## src/rtl/secded_pkg.sv

```systemverilog
`default_nettype none
// ============================================================================
// Module      : secded_pkg
// Description : Shared types and constants for the SECDED (16,11) decode engine
// Revision    : 1.0 - initial release
// ============================================================================
package secded_pkg;

    // Engine sequencing states
    typedef enum logic [2:0] {
        IDLE  = 3'd0,
        RD_LO = 3'd1,
        RD_HI = 3'd2,
        DEC   = 3'd3,
        WR_LO = 3'd4,
        WR_HI = 3'd5,
        DONE  = 3'd6
    } state_t;

    // Data bit positions inside the codeword (Hamming position == bit index)
    localparam int POS_D1  = 3;
    localparam int POS_D2  = 5;
    localparam int POS_D4  = 7;
    localparam int POS_D5  = 9;
    localparam int POS_D11 = 15;

    // Default memory map
    localparam int DEF_SRC_BASE  = 64;
    localparam int DEF_DST_BASE  = 94;
    localparam int DEF_NUM_WORDS = 15;

    // Bit of the decoded word that flags an uncorrectable error
    localparam int DBL_FLAG_BIT = 15;

    // Gather the 11 message bits out of a codeword, d1 landing in bit 0
    function automatic logic [10:0] extract_data(input logic [15:0] cw);
        return {cw[POS_D11:POS_D5], cw[POS_D4:POS_D2], cw[POS_D1]};
    endfunction

endpackage
`default_nettype wire

```

## src/rtl/secded_dec.sv

```systemverilog
`default_nettype none
// ============================================================================
// Module      : secded_dec
// Description : Combinational SECDED (16,11) codeword decoder
// Revision    : 1.0 - initial release
// ============================================================================
module secded_dec
    import secded_pkg::*;
(
    input  logic [15:0] cw,
    output logic [10:0] data,
    output logic        single,
    output logic        double
);

    logic [3:0]  syn;
    logic        parity;
    logic [15:0] fixed;

    // Syndrome, overall parity, single-bit repair and message extraction
    always_comb begin
        syn = 4'd0;
        for (int k = 1; k < 16; k++) begin
            if (cw[k]) begin
                syn = syn ^ 4'(k);
            end
        end
        parity = ^cw;
        // A nonzero syndrome with odd parity points at the one flipped bit;
        // with even parity (double error) the word is passed through untouched.
        fixed = cw;
        if ((syn != 4'd0) && parity) begin
            fixed[syn] = ~cw[syn];
        end
        single = parity;
        double = (syn != 4'd0) && !parity;
        data   = extract_data(fixed);
    end

endmodule
`default_nettype wire

```

## src/rtl/secded_decode_engine.sv

```systemverilog
`default_nettype none
// ============================================================================
// Module      : secded_decode_engine
// Description : Memory-mapped SECDED (16,11) decode engine; reads codewords,
//               corrects/flags errors, writes decoded words back, pulses ack
// Revision    : 1.0 - initial release
// ============================================================================
module secded_decode_engine
    import secded_pkg::*;
#(
    parameter int SRC_BASE  = DEF_SRC_BASE,
    parameter int DST_BASE  = DEF_DST_BASE,
    parameter int NUM_WORDS = DEF_NUM_WORDS,
    parameter int AW        = 8
) (
    input  logic          clk,
    input  logic          reset,
    input  logic          req,
    output logic          ack,
    output logic [AW-1:0] mem_addr,
    input  logic [7:0]    mem_rd_data,
    output logic          mem_wr_en,
    output logic [7:0]    mem_wr_data,
    output logic [7:0]    err_single_cnt,
    output logic [7:0]    err_double_cnt
);

    localparam logic [6:0]    LAST_IDX = 7'(NUM_WORDS - 1);
    localparam logic [AW-1:0] SRC_LO   = AW'(SRC_BASE);
    localparam logic [AW-1:0] SRC_HI   = AW'(SRC_BASE + 1);
    localparam logic [AW-1:0] DST_LO   = AW'(DST_BASE);
    localparam logic [AW-1:0] DST_HI   = AW'(DST_BASE + 1);

    state_t        state, state_n;
    logic [6:0]    idx, idx_n;
    logic [AW-1:0] off_n;
    logic [7:0]    lo_byte, hi_byte, word_hi;
    logic [10:0]   dec_data;
    logic          dec_single, dec_double;
    logic [15:0]   dec_word;

    secded_dec u_dec (
        .cw     ({hi_byte, lo_byte}),
        .data   (dec_data),
        .single (dec_single),
        .double (dec_double)
    );

    // Byte offset of the word being addressed next; wraps modulo 2^AW
    assign off_n = AW'({idx_n, 1'b0});

    // Decoded word with the double-error flag in its dedicated bit
    always_comb begin
        dec_word               = {5'b0, dec_data};
        dec_word[DBL_FLAG_BIT] = dec_double;
    end

    // State and word index registers
    always_ff @(posedge clk or posedge reset) begin
        if (reset) begin
            state <= IDLE;
            idx   <= 7'd0;
        end else begin
            state <= state_n;
            idx   <= idx_n;
        end
    end

    // Next-state and next-index logic
    always_comb begin
        state_n = state;
        idx_n   = idx;
        case (state)
            IDLE: begin
                if (req) begin
                    state_n = RD_LO;
                    idx_n   = 7'd0;
                end
            end
            RD_LO: state_n = RD_HI;
            RD_HI: state_n = DEC;
            DEC:   state_n = WR_LO;
            WR_LO: state_n = WR_HI;
            WR_HI: begin
                if (idx == LAST_IDX) begin
                    state_n = DONE;
                end else begin
                    idx_n   = idx + 7'd1;
                    state_n = RD_LO;
                end
            end
            DONE:    state_n = IDLE;
            default: state_n = IDLE;
        endcase
    end

    // Registered bus outputs, derived from the state being entered
    always_ff @(posedge clk or posedge reset) begin
        if (reset) begin
            ack         <= 1'b0;
            mem_wr_en   <= 1'b0;
            mem_addr    <= '0;
            mem_wr_data <= 8'd0;
        end else begin
            ack       <= (state_n == DONE);
            mem_wr_en <= (state_n == WR_LO) || (state_n == WR_HI);
            case (state_n)
                RD_LO:   mem_addr <= SRC_LO + off_n;
                RD_HI:   mem_addr <= SRC_HI + off_n;
                WR_LO:   mem_addr <= DST_LO + off_n;
                WR_HI:   mem_addr <= DST_HI + off_n;
                default: mem_addr <= mem_addr;
            endcase
            if (state == DEC) begin
                mem_wr_data <= dec_word[7:0];
            end else if (state == WR_LO) begin
                mem_wr_data <= word_hi;
            end
        end
    end

    // Codeword capture, decoded high byte and saturating error counters
    always_ff @(posedge clk or posedge reset) begin
        if (reset) begin
            lo_byte        <= 8'd0;
            hi_byte        <= 8'd0;
            word_hi        <= 8'd0;
            err_single_cnt <= 8'd0;
            err_double_cnt <= 8'd0;
        end else begin
            case (state)
                IDLE: begin
                    if (req) begin
                        err_single_cnt <= 8'd0;
                        err_double_cnt <= 8'd0;
                    end
                end
                RD_LO: lo_byte <= mem_rd_data;
                RD_HI: hi_byte <= mem_rd_data;
                DEC: begin
                    word_hi <= dec_word[15:8];
                    if (dec_single && (err_single_cnt != 8'hFF)) begin
                        err_single_cnt <= err_single_cnt + 8'd1;
                    end
                    if (dec_double && (err_double_cnt != 8'hFF)) begin
                        err_double_cnt <= err_double_cnt + 8'd1;
                    end
                end
                default: ;
            endcase
        end
    end

endmodule
`default_nettype wire

```

## config.mk

```make
export PLATFORM = sky130hd
export DESIGN_NAME = secded_decode_engine
export DESIGN_NICKNAME = d
export VERILOG_FILES = /design/src/rtl/secded_pkg.sv /design/src/rtl/secded_dec.sv /design/src/rtl/secded_decode_engine.sv
export SDC_FILE = /design/constraint.sdc
export NUM_CORES = 1
export LEC_CHECK = 0
export CAP_MARGIN = 10
export CORE_UTILIZATION = 45
export DETAILED_ROUTE_END_ITERATION = 6
export GPL_ROUTABILITY_DRIVEN = 0
export HOLD_SLACK_MARGIN = 0.08
export PLACE_DENSITY = 0.8
export SYNTH_ARGS = -nofsm -noshare
export SYNTH_HDL_FRONTEND = slang
export SYNTH_SLANG_ARGS = --single-unit
export TNS_END_PERCENT = 1
```

## constraint.sdc

```tcl
create_clock -name clk -period 2.9 [get_ports clk]
set_clock_uncertainty 0.15 [all_clocks]
set_input_delay 0.58 -clock clk [delete_from_list [all_inputs] [get_ports clk]]
set_output_delay 0.58 -clock clk [all_outputs]
set_load 0.03 [all_outputs]
```

; After elaboration in Yosys (flattened, before gate mapping)
; Cells that the tools add are included.
[word_totals]
register_bits = 64
inputBits = 11
out_inout_bits = 34
word_cells = 101
[op_classes]
add_sub_neg = 7
order_cmp = 2
n_eq_ne = 16
n_mux = 35
bitwise_logic = 15
n_reduce_logical = 15
[ops]
columns = cell, count
row1 = two-way mux 8 bit, 5
row2 = adder 7 x 8 -> 8 bit (first input constant), 4
row3 = two-way mux 4 bit, 8
row4 = one-hot mux 8 bit (2 select lines), 2
row5 = one-hot mux 8 bit (4 select lines), 1
row6 = two-way mux 3 bit, 6
row7 = one-hot mux 3 bit (6 select lines), 1
row8 = adder 8 x 1 -> 8 bit (second input constant), 2
row9 = bitwise mux 16 bit, 1
row10 = two-way mux 16 bit, 1
row11 = != test 8 bit (second input constant), 2
row12 = XOR reduction 16 bit, 1
row13 = == test 3 bit (second input constant), 5
row14 = two-way mux 7 bit, 2
row15 = one-hot mux 7 bit (2 select lines), 1
row16 = inverter 2 bit, 6
row17 = inverter 3 bit, 4
row18 = == test 3 x 2 -> 1 bit (second input constant), 3
row19 = nonzero test 4 bit, 2
row20 = adder 7 x 1 -> 7 bit (second input constant), 1
row21 = == test 7 x 4 -> 1 bit (second input constant), 1
row22 = == test 3 x 1 -> 1 bit (second input constant), 2
row23 = AND reduction 3 bit, 2
row24 = logical AND 1 bit, 5
row25 = other kinds (15), 22

; Longest topological paths before layout
; Gate-level depths: netlist of the first run.
[depth]
depth_word = 33
ltp_mapped = 13
ltp_nobuf = 13

; By module
; From an unflattened synthesis of the first run, not the netlist that was laid out.
[unflattened]
hier_cells = 387
hier_area_um2 = 4091.4
[modules_own_cells]
columns = mod, n_inst, cells_per_inst, area_each_um2, seq_area_each_um2
row1 = secded_decode_engine, 1, 278, 3074.2, 1601.5
row2 = secded_dec, 1, 109, 1017.2, 0.0

; Least setup slack after synthesis of the first run
; Ideal clock, no wire load.
[synth_path]
path_kind = in2reg
from = in req
to = reg mem_addr[7]
setup_time_ns = 0.137
arrival_ns = 2.552
required_time_ns = 2.613
path_slack_ns = 0.061
cell_stages = 11
path_buffers = 0
cell_sequence = or3b_2 a21o_1 a211oi_1 a21oi_1 inv_1 ha_1 inv_1 or3_1 a21oi_1 xor2_1 o21ai_0
[synth_via]
elab_chain_cells = 4
word_cells_on_any_way = 14
cone_classes = add/sub (4) / eq/ne (4) / mux (5) / reduce/logical (1)
[synth_rtl]
columns = element, line_no
row1 = start: declaration, secded_decode_engine.sv:18  ; input logic req,
row2 = two-way mux 7 bit *, secded_decode_engine.sv:75  ; if (req) begin
row3 = one-hot mux 7 bit (2 select lines) *, secded_decode_engine.sv:73  ; case (state)
row4 = named net idx_n[0], secded_decode_engine.sv:35  ; logic [6:0] idx, idx_n;
row5 = adder 7 x 8 -> 8 bit (on tied branches), -
row6 = one-hot mux 8 bit (4 select lines) *, secded_decode_engine.sv:107  ; case (state_n)
row7 = end signal: assignment, secded_decode_engine.sv:108  ; RD_LO: mem_addr <= SRC_LO + off_n;
row8 = end signal: assignment, secded_decode_engine.sv:111  ; WR_HI: mem_addr <= DST_HI + off_n;
row9 = end signal: assignment, secded_decode_engine.sv:112  ; default: mem_addr <= mem_addr;
row10 = end: declaration, secded_decode_engine.sv:20  ; output logic [AW-1:0] mem_addr,
; Mark *: on every way through the listed nets, which the timed path passes. The rest lies on a longest branch.
; A chain may end at the register's enable or synchronous reset.

; Final worst setup path of the first run
; Ends and elaborated chain as after synthesis.

==> results of run 1 <==
flip-flops by register name (all words and copies together), names as in the netlist:
register	cells
err_double_cnt	8
mem_wr_data	8
err_single_cnt	8
word_hi	4
idx	7
hi_byte	8
mem_addr	8
lo_byte	8
ack	1
state	3
mem_wr_en	1
worst max-delay path: stages:
cell,delay [ps]
clkdlybuf4s50_1,500
or3b_4,400
a21o_1,200
a211oi_2,200
a21oi_1,80
inv_1,60
ha_1,150
inv_1,50
or3_4,390
a21oi_2,150
xor2_1,150
o21ai_1,80
synth_stat cells, types with 3 or more instances:
cell and n:
ha_1 5, nor2_1 20, xnor2_1 28, and2_1 3
nand3_1 14, clkbuf_1 9, nand2_1 48, nand4_1 4
xor2_1 9, nor4_1 13, inv_1 13, o31ai_1 7
o21ai_0 26, or3_1 3, nand2b_1 7, a21oi_1 18
o22ai_1 5, or4_1 6, nor3_1 7, buf_6 3
mux2_2 16, or3_2 3, dfrtp_1 64, mux2i_1 11
final cells by class:
type	count	area, um2	area share
Inverter	14	52.6	0.0109
Timing Repair Buffer	75	686	0.142
Multi-Input combinational cell	297	2140	0.442
Sequential cell	64	1600	0.331
Tap cell	105	131	0.0271
Clock inverter	6	91.3	0.0189
Clock buffer	10	138	0.0284
through the flow:
stage                     area, um2  cells
after global routing           4840    571
after floorplan                3830    390
after CTS                      4790    571
after detailed placement       4540    555
final                          4840    571
after global placement         4540    555
worst paths after layout:
kind | from | endpoint | slack (ps) | depth (start not counted)
hold reg to reg | mem_addr[1] | mem_addr[1] | 330 | 2
max in group asynchronous | reset | word_hi[2] | 1570 | 3
setup / recovery | req | mem_addr[7] | -10 | 12
setup reg to reg | hi_byte[3] | err_double_cnt[7] | 0 | 7
hold / removal | mem_addr[1] | mem_addr[1] | 330 | 2
min in group asynchronous | reset | err_double_cnt[3] | 430 | 2
what timing repair did:
action,4_1_cts,5_1_grt
setup endpoints to repair,3,16
resized for setup,5,8
buffers inserted,0,0
pin swaps,0,1
routing by layer:
layer  routed length, um  part of all wire  track usage
met5                   0                 0            0
met4                 226             0.026       0.0821
met3                 408             0.046       0.0599
met2                4440              0.51        0.370
met1                3710              0.42        0.260
logic make-up (layout without fill, tap and decap cells):
logic type | Yosys count | count (layout) | synth area share
mux | 27 | 27 | 0.0758
fa+ha+maj | 5 | 5 | 0.0163
compound gates | 84 | 84 | 0.145
xor+xnor | 44 | 44 | 0.124
simple gates | 137 | 137 | 0.179
buf+inv | 29 | 105 | 0.0405
flops | 64 | 64 | 0.418
==> impl_summary.log, run 1 <==
INFO  metric status = finished with violations
INFO  metric violations_in_the_final_reports = negative setup slack
INFO  metric final.fill_count = 695
INFO  metric io_buffers = 44
INFO  metric rsz_0062_raised_after_global_routing = true
INFO  metric worstSkewPairLatency = 350 ps
INFO  metric async_reset_ff_frac = 1.00
INFO  metric crit_fanout = 3
INFO  metric combined_area_of_all_synthesized_cells = 3830 um2
INFO  metric cts.path.max_buffers = 2
INFO  metric maxCapViolCount = 0
INFO  metric fmaxAchievable = 343 MHz
INFO  metric flip_flop_and_latch_count_after_synthesis = 64
INFO  metric max-slew-margin-rel = 0.611
INFO  metric clkSinkCount = 64
INFO  metric fin_tns_setup = -14.0 ps
INFO  metric synthFlopType = dfrtp_1
INFO  metric ys_top_cells_by_area = dfrtp_1, xnor2_1, mux2_2, nand2_1, o21ai_0
INFO  metric number_of_global_route_vias_before_repair = 3211
INFO  metric worst_setup_path_end_kind = flip-flop
INFO  metric drt-pass1-iter-count = 4
INFO  metric gr-total-overflow = 0
INFO  metric hold_path_class = flip-flop to flip-flop
INFO  metric final_setup_viols = 2
INFO  metric critPathArrivalTime = 2990 ps
INFO  metric tritoncts = done
INFO  metric final_layout_size_suffix_gt1_frac = 0.197
INFO  metric ys_seq_area_frac = 0.418
INFO  metric grt.total_usage = 0.217
INFO  metric fp.dieArea = 8880 um2
INFO  metric design.core.area = 8220 um2
INFO  metric h_tree_depth = 3
INFO  metric die_x = 94.2 um
INFO  metric synth_edf_count = 0
INFO  metric netlist-cell-type-count = 60
INFO  metric finalNetCount = 477
INFO  metric routedWlPerCell = 15.4 um
INFO  metric netlist.area_leader.share = 0.418
INFO  metric final_critical_path_time_including_i_o_delays_and_setup = 2910 ps
INFO  metric ctsRootBufferMaster = clkbuf_8
INFO  metric cts-hold-fix-buffers = 0
INFO  metric fp-row-count = 33
INFO  metric netlist_instances = 390
INFO  metric tightestPinTransition = 579 ps
INFO  metric hold-worst-slack = 329 ps
INFO  metric detail-route-antenna-nets = 0
INFO  metric final_cycle_share = 1.00
INFO  metric initial_utilization = 0.466
INFO  metric dr_total_vias = 3223
INFO  metric first_pass_grt_wire_length = 14900 um
INFO  metric detailedRoute.firstIterationViolations = 160
INFO  metric report.final.hold_viol_count = 0
INFO  metric utilization = 0.589
INFO  metric setup.worst_path.start_class = primary input
INFO  metric clk_pin_slew = 70 ps
INFO  metric cts-buffers-inserted = 9
INFO  metric syn_to_final_growth = 26.5%
INFO  metric synth_net_count = 406
INFO  metric yosys_warnings = 0
INFO  metric post-place-ws = -514 ps
INFO  metric yosys.area.top_type = dfrtp_1
INFO  metric grt_antenna_before_repair = 0
INFO  metric mostFrequentLayoutCell = dfrtp_1
INFO  metric avgSynthCellArea = 9.81 um2
INFO  metric layout.cells.most_common_list = dfrtp_1, nand2_1, clkdlybuf4s50_1
INFO  metric die_h = 94.2 um
INFO  metric drc = 0
INFO  metric number_of_inserted_diodes = 0
INFO  metric route.final.wire_length = 8780 um
INFO  metric timing_max_transition_violations_final = 0
INFO  metric routed_via_density = 5.64
INFO  metric timing.critical_path.required = 2980 ps
INFO  metric worstSetupPathType = primary input to flip-flop
INFO  metric grt_max_degree = 43
INFO  metric dp.final_hpwl = 6470 um
INFO  metric boundaryPins = 45
INFO  metric post-route-worst-setup-slack = -11.2 ps
Power of run 1 is left out: the tool's default activity adds up to more than one toggle a clock period on the data nets, which glitch-free logic cannot reach.
==> run 2, diff against run 1 <==
- ABC_AREA: not set -> 1
==> run 2 against run 1 <==
Sequential cell count unchanged. Critical path type is now flip-flop to flip-flop. Maximum frequency increased by 13%. Global-route usage is essentially flat. Register-to-register slack better by 320 ps. First-iteration DRC count is 15% higher. Area after synthesis increased by 2.4%. Via count increased by 11%. Die area grew 2.3%. Highest routed layer unchanged. Sequential share of layout area is 0.79 points higher. The run now ends clean. Wire length rose by 2.7%.
==> impl_summary.log, run 2 <==
INFO  metric status = completed
INFO  metric fp-row-count = 33 (unchanged)
INFO  metric first_pass_grt_wire_length = 15200 um (+2.0%)
INFO  metric design.core.area = 8340 um2 (+1.5%)
INFO  metric die_x = 95.3 um (+1.2%)
INFO  metric utilization = 0.567 (-0.0223)
INFO  metric crit_slowest_cell = dfrtp_1
INFO  metric cts-hold-fix-buffers = 0 (unchanged)
INFO  metric clk_pin_slew = 70 ps (about the same)
INFO  metric total_instance_count_after_detailed_placement = 667 (+20%)
INFO  metric number_of_inserted_diodes = 0 (unchanged)
INFO  metric finalNetCount = 589 (+23%)
INFO  metric layout.cells.most_common_list = nand2_1, dfrtp_1, nor2_1, inv_1, clkdlybuf4s50_1
INFO  metric syn_to_final_growth = 20.7%
INFO  metric netlist_instances = 523 (+34%)
INFO  metric worstSetupPathType = flip-flop to flip-flop
INFO  metric synthFlopType = dfrtp_1
INFO  metric critical-path-max-stage-delay = 420 ps (-80 ps)
INFO  metric timing_max_transition_violations_final = 0 (unchanged)
INFO  metric dp.final_hpwl = 6540 um (+1.1%)
INFO  metric synth_most_common_cell = nand2_1
INFO  metric pwr_dens = 622 nW/um2
INFO  metric flip_flop_and_latch_count_after_synthesis = 64 (unchanged)
INFO  metric power.internal = 1.94 mW
INFO  metric h_tree_depth = 3 (unchanged)
INFO  metric tightestPinTransition = 740 ps (+161 ps)
INFO  metric grt_antenna_before_repair = 0 (unchanged)
INFO  metric power_frac_seq = 0.376
INFO  metric cts-buffers-inserted = 9 (unchanged)
INFO  metric detail-route-antenna-nets = 0 (unchanged)
INFO  metric async_reset_ff_frac = 1.00 (unchanged)
INFO  metric detailedRoute.firstIterationViolations = 184 (+15%)
INFO  metric cellLeakagePower = 2.24 nW
INFO  metric synthTopCellsByCount = nand2_1, dfrtp_1, inv_1, nor2_1, nand3_1
INFO  metric netlist-cell-type-count = 39 (-35%)
INFO  metric netlist.area_leader.share = 0.409 (-0.00975)
INFO  metric gr-total-overflow = 0 (unchanged)
INFO  metric yosys_warnings = 0 (unchanged)
INFO  metric worst-path-buf-inv = 4 (+1)
INFO  metric clkSinkCount = 64 (unchanged)
INFO  metric route.final.wire_length = 9020 um (+2.7%)
INFO  metric ctsRootBufferMaster = clkbuf_8
INFO  metric final_setup_viols = 0 (-2)
INFO  metric fp.dieArea = 9090 um2 (+2.3%)
INFO  metric dr_total_vias = 3565 (+11%)
INFO  metric yosys.area.top_type = dfrtp_1
INFO  metric power.share.combinational = 0.293
INFO  metric drc = 0 (unchanged)
INFO  metric crit_top_cell = inv_1
INFO  metric setup.worst_path.start_class = flip-flop
INFO  metric crit_fanout = 7 (+4)
INFO  metric stdcell_count = 683 (+20%)
INFO  metric hold_path_class = flip-flop to flip-flop
INFO  metric avgSynthCellArea = 7.49 um2 (-24%)
INFO  metric cts_resized = 0 (-5)
INFO  metric worst_setup_path_end_kind = flip-flop
INFO  metric routed_via_density = 5.22 (-7.5%)
INFO  metric tritoncts = done
INFO  metric power.clock.fraction = 0.332
INFO  metric cts.repair_timing.setup_buffer_count = 0 (unchanged)
INFO  metric maxCapViolCount = 0 (unchanged)
INFO  metric synth_net_count = 539 (+33%)
INFO  metric drt-pass1-iter-count = 5 (+1)
INFO  metric hold-worst-slack = 341 ps (+11.8 ps)
INFO  metric fmaxAchievable = 388 MHz (+13%)
INFO  metric max-slew-margin-rel = 0.506 (-0.106)
INFO  metric number_of_global_route_vias_before_repair = 3429 (+6.8%)
INFO  metric routedWlPerCell = 13.2 um (-14%)
INFO  metric cts.path.max_buffers = 2 (unchanged)
INFO  metric fin_tns_setup = 0 ps (+14.0 ps)
INFO  metric final_cycle_share = 0.888 (-0.116)
INFO  metric ys_seq_area_frac = 0.409 (-0.00975)
INFO  metric grt_max_degree = 37 (-14%)
INFO  metric grt.total_usage = 0.217 (about the same)
INFO  metric ys_top_cells_by_area = dfrtp_1, nand2_1, nand3_1, inv_1, nor2_1
INFO  metric power.ir.vdd_worst = 0.000245 V
INFO  metric mostFrequentLayoutCell = nand2_1
INFO  metric die_h = 95.3 um (+1.2%)
INFO  metric io_buffers = 44 (unchanged)
INFO  metric path_cells = inv_1 > nor2_2 > inv_1 > nor2_1 > inv_1 > nand2_1 > nand2_1 > o21ai_1 > inv_1 > ha_1 > or2_2 > a31oi_1
INFO  metric power_switching_share = 0.342
INFO  metric report.final.hold_viol_count = 0 (unchanged)
INFO  metric final_critical_path_time_including_i_o_delays_and_setup = 2580 ps (-335 ps)
INFO  metric initial_utilization = 0.470 (+0.00403)
INFO  metric worstSkewPairLatency = 340 ps (about the same)
INFO  metric switchingPower = 1.01 mW
INFO  metric rsz_0062_raised_after_global_routing = false
INFO  metric final_layout_size_suffix_gt1_frac = 0.118 (-0.0798)
INFO  metric synth_edf_count = 0 (unchanged)
INFO  metric timing.critical_path.required = 3010 ps (+30 ps)
INFO  metric critical-path-top-delay-family = simple AND/OR/NAND/NOR gates
INFO  metric critPathArrivalTime = 2680 ps (-310 ps)
INFO  metric combined_area_of_all_synthesized_cells = 3920 um2 (+2.4%)
INFO  metric boundaryPins = 45 (unchanged)
==> run 2: changes by cell type after synthesis, sizes merged, moves of 7 or more <==
cell and change:
inv +42, mux2 -15, mux2i -11, nand2 +119, nand2b -7, nand3 +27
nor2 +29, nor4 -13, o21ai +18, xnor2 -20
==> run 2: area by class of cell <==
cell class | count | area (um2)
Fill cell | 742 | 3610
Timing Repair Buffer | 49 | 478
Multi-Input combinational cell | 394 | 2060
Clock inverter | 4 | 98.8
Sequential cell | 64 | 1600
Tap cell | 105 | 131
Inverter | 55 | 206
Clock buffer | 12 | 155
==> run 2: logic make-up after synthesis <==
family                   synth area share
multiplexers                      0.00287
adder cells (fa/ha/maj)            0.0160
XOR/XNOR                           0.0738
AO/OA/AOI/OAI                       0.122
buffers and inverters              0.0664
flip-flops                          0.409
AND/OR/NAND/NOR                     0.311
==> run 2: power groups by stage <==
stage | sequential, mW | clock (mW) | combinational, mW
final | 1.10 | 0.976 | 0.862
after global routing | 1.12 | 1.04 | 0.949
after CTS | 1.10 | 0.993 | 0.860
after detailed placement | 1.12 | 0 | 0.856
after global placement | 1.11 | 0 | 0.841
after floorplan | 1.23 | 0 | 0.465
==> run 2: worst paths after layout <==
| path | cells after the start | endpoint | startpoint | slack [ps] |
|---|---|---|---|---|
| setup / recovery | 12 | mem_addr[2] | state[2] | 320 |
| hold / removal | 2 | word_hi[1] | word_hi[1] | 340 |
| setup reg to reg | 12 | mem_addr[2] | state[2] | 320 |
| hold reg to reg | 2 | word_hi[1] | word_hi[1] | 340 |
| max in group asynchronous | 3 | hi_byte[6] | reset | 1740 |
| min in group asynchronous | 3 | mem_addr[5] | reset | 490 |
==> run 2: layer usage <==
metal,track usage,routed length (um),vias to the layer above
li1,-,-,1786
met1,0.278,4050,1677
met2,0.358,4390,87
met3,0.0399,441,15
met4,0.0947,138,0
met5,0,0,-
==> run 2: tightest hold or removal path, stage by stage, from the launching register on <==
cell and delay [ps]:
dfrtp_1 350, nand2_1 50, nand2_1 60
==> run 2: through the flow <==
stage          instance area, um2  worst slack [ps]  power [mW]
3_3_place_gp                 4470               204        1.95
5_1_grt                      4730              15.8        3.11
3_5_place_dp                 4470              98.8        1.97
4_1_cts                      4730               340        2.96
6_report                     4730               324        2.94
2_1_floorplan                3920               572        1.70
Power figures use the tool's default switching activity.
==> run 3, diff against run 2 <==
- DONT_BUFFER_PORTS: not set -> 1
- GPL_ROUTABILITY_DRIVEN: 0 -> not set
- PLACE_DENSITY: 0.8 -> 0.73
==> run 3 against run 2 <==
Sequential cell count is the same. Cell count shrank 6.4%. Register-to-register slack lost 60 ps. Count of clock-buffer cells in the layout shrank 2.
==> impl_summary.log, run 3 (synthesis gave the netlist of run 2 again) <==
INFO  metric status = completed
INFO  metric fin_tns_setup = 0 ps (unchanged)
INFO  metric tritoncts = done
INFO  metric clkSinkCount = 64 (unchanged)
INFO  metric die_x = 95.3 um (unchanged)
INFO  metric detail-route-antenna-nets = 0 (unchanged)
INFO  metric die_h = 95.3 um (unchanged)
INFO  metric final_cycle_share = 0.910 (+0.0217)
INFO  metric drt-pass1-iter-count = 4 (-1)
INFO  metric routed_via_density = 5.36 (+2.7%)
INFO  metric hold_path_class = primary input to async pin
INFO  metric power.ir.vdd_worst = 0.000203 V (-17%)
INFO  metric finalNetCount = 545 (-7.5%)
INFO  metric cts.repair_timing.setup_buffer_count = 0 (unchanged)
INFO  metric crit_fanout = 5 (-2)
INFO  metric dr_total_vias = 3424 (-4.0%)
INFO  metric syn_to_final_growth = 7.54%
INFO  metric critPathArrivalTime = 2770 ps (+90 ps)
INFO  metric dp.final_hpwl = 6680 um (+2.1%)
INFO  metric drc = 0 (unchanged)
INFO  metric cellLeakagePower = 2.04 nW (-9.0%)
INFO  metric grt_max_degree = 65 (+76%)
INFO  metric maxCapViolCount = 0 (unchanged)
INFO  metric number_of_global_route_vias_before_repair = 3231 (-5.8%)
INFO  metric mostFrequentLayoutCell = nand2_1
INFO  metric fp.dieArea = 9090 um2 (unchanged)
INFO  metric gr-total-overflow = 0 (unchanged)
INFO  metric h_tree_depth = 3 (unchanged)
INFO  metric detailedRoute.firstIterationViolations = 237 (+29%)
INFO  metric fp-row-count = 33 (unchanged)
INFO  metric final_critical_path_time_including_i_o_delays_and_setup = 2640 ps (+62.9 ps)
INFO  metric routedWlPerCell = 14.4 um (+8.9%)
INFO  metric critical_path.startpoint = state[1]
INFO  metric worstSetupPathType = flip-flop to flip-flop
INFO  metric worstSkewPairLatency = 360 ps (+20 ps)
INFO  metric design.core.area = 8340 um2 (unchanged)
INFO  metric rsz_0062_raised_after_global_routing = false
INFO  metric cts-buffers-inserted = 9 (unchanged)
INFO  metric final_setup_viols = 0 (unchanged)
INFO  metric grt_antenna_before_repair = 0 (unchanged)
INFO  metric first_pass_grt_wire_length = 15100 um (-1.1%)
INFO  metric clk_pin_slew = 80 ps (about the same)
INFO  metric fmaxAchievable = 379 MHz (-2.4%)
INFO  metric tightestPinTransition = 802 ps (+62.8 ps)
INFO  metric final_layout_size_suffix_gt1_frac = 0.131 (+0.0134)
INFO  metric pwr_dens = 597 nW/um2 (-4.1%)
INFO  metric utilization = 0.505 (-0.0617)
INFO  metric max-slew-margin-rel = 0.465 (-0.0405)
INFO  metric number_of_inserted_diodes = 0 (unchanged)
INFO  metric worst_setup_path_end_kind = flip-flop
INFO  metric timing_max_transition_violations_final = 0 (unchanged)
INFO  metric cts-hold-fix-buffers = 0 (unchanged)
INFO  metric layout.cells.most_common_list = nand2_1, dfrtp_1, inv_1
INFO  metric boundaryPins = 45 (unchanged)
INFO  metric reg2reg_from = state[1]
INFO  metric cts.path.max_buffers = 2 (unchanged)
INFO  metric routabilityCongestion = 0.915
INFO  metric io_buffers = 0 (-100%)
INFO  metric timing.critical_path.required = 3040 ps (+30 ps)
INFO  metric grt.total_usage = 0.219 (+0.00152)
INFO  metric report.final.hold_viol_count = 0 (unchanged)
INFO  metric ctsRootBufferMaster = clkbuf_8
INFO  metric setup.worst_path.start_class = flip-flop
INFO  metric initial_utilization = 0.470 (unchanged)
INFO  metric route.final.wire_length = 9190 um (+1.9%)
-- run 3: worst paths after layout --
check	to	slack, ps	cells after the start
min in group clk	lo_byte[2]	200	2
max in group asynchronous	word_hi[2]	1890	2
worst max register to register	mem_addr[7]	260	14
worst min register to register	word_hi[2]	330	2
worst max-delay path	mem_addr[7]	260	14
worst min-delay path	err_single_cnt[7]	180	2
-- run 3: routing by layer --
metal,wire length (um),GRT usage,vias up
met5,0,0,-
met4,207,0.106,0
met3,623,0.0447,17
met2,4440,0.348,86
met1,3920,0.284,1633
li1,-,-,1688
-- run 3: critical path, cell delays in order (launching register included) --
cell     delay [ps]
dfrtp_1         390
nor2_1          230
nand2_1         200
nor2_1          250
nor2_2          110
inv_1           100
nand2_1          60
o21ai_0         160
inv_1           140
ha_1            240
nand3_1         110
nand2_1         100
a21oi_1         170
nor2_1           60
a21oi_1         120
-- run 3: report_power, final --
| part | switching, mW | internal [mW] |
|---|---|---|
| combinational | 0.361 | 0.203 |
| sequential | 0.270 | 0.982 |
| clock | 0.371 | 0.327 |
-- run 3: cell type report --
class                   count  area (um2)
well taps                 105         131
clock inverters             6        35.0
inverters                  55         206
multi-input cells         394        2060
flip-flops and latches     64        1600
clock buffers              10         138
fillers                   832        4130
repair buffers              5        37.5
-- run 3: timing repair --
item	CTS	global route
endpoints found under the setup margin	0	1
resized for setup	0	2
endpoints found under the hold margin	0	0
-- run 3: metrics by stage --
stage	instances	total power, mW	hold slack [ps]	instance area, um2	worst slack, ps
6_report	639	2.51	183	4210	261
5_1_grt	639	2.67	197	4210	28.6
4_1_cts	639	2.53	186	4210	272
3_5_place_dp	623	1.83	316	4030	288
3_3_place_gp	623	1.81	309	4030	363
2_1_floorplan	523	1.70	294	3920	572
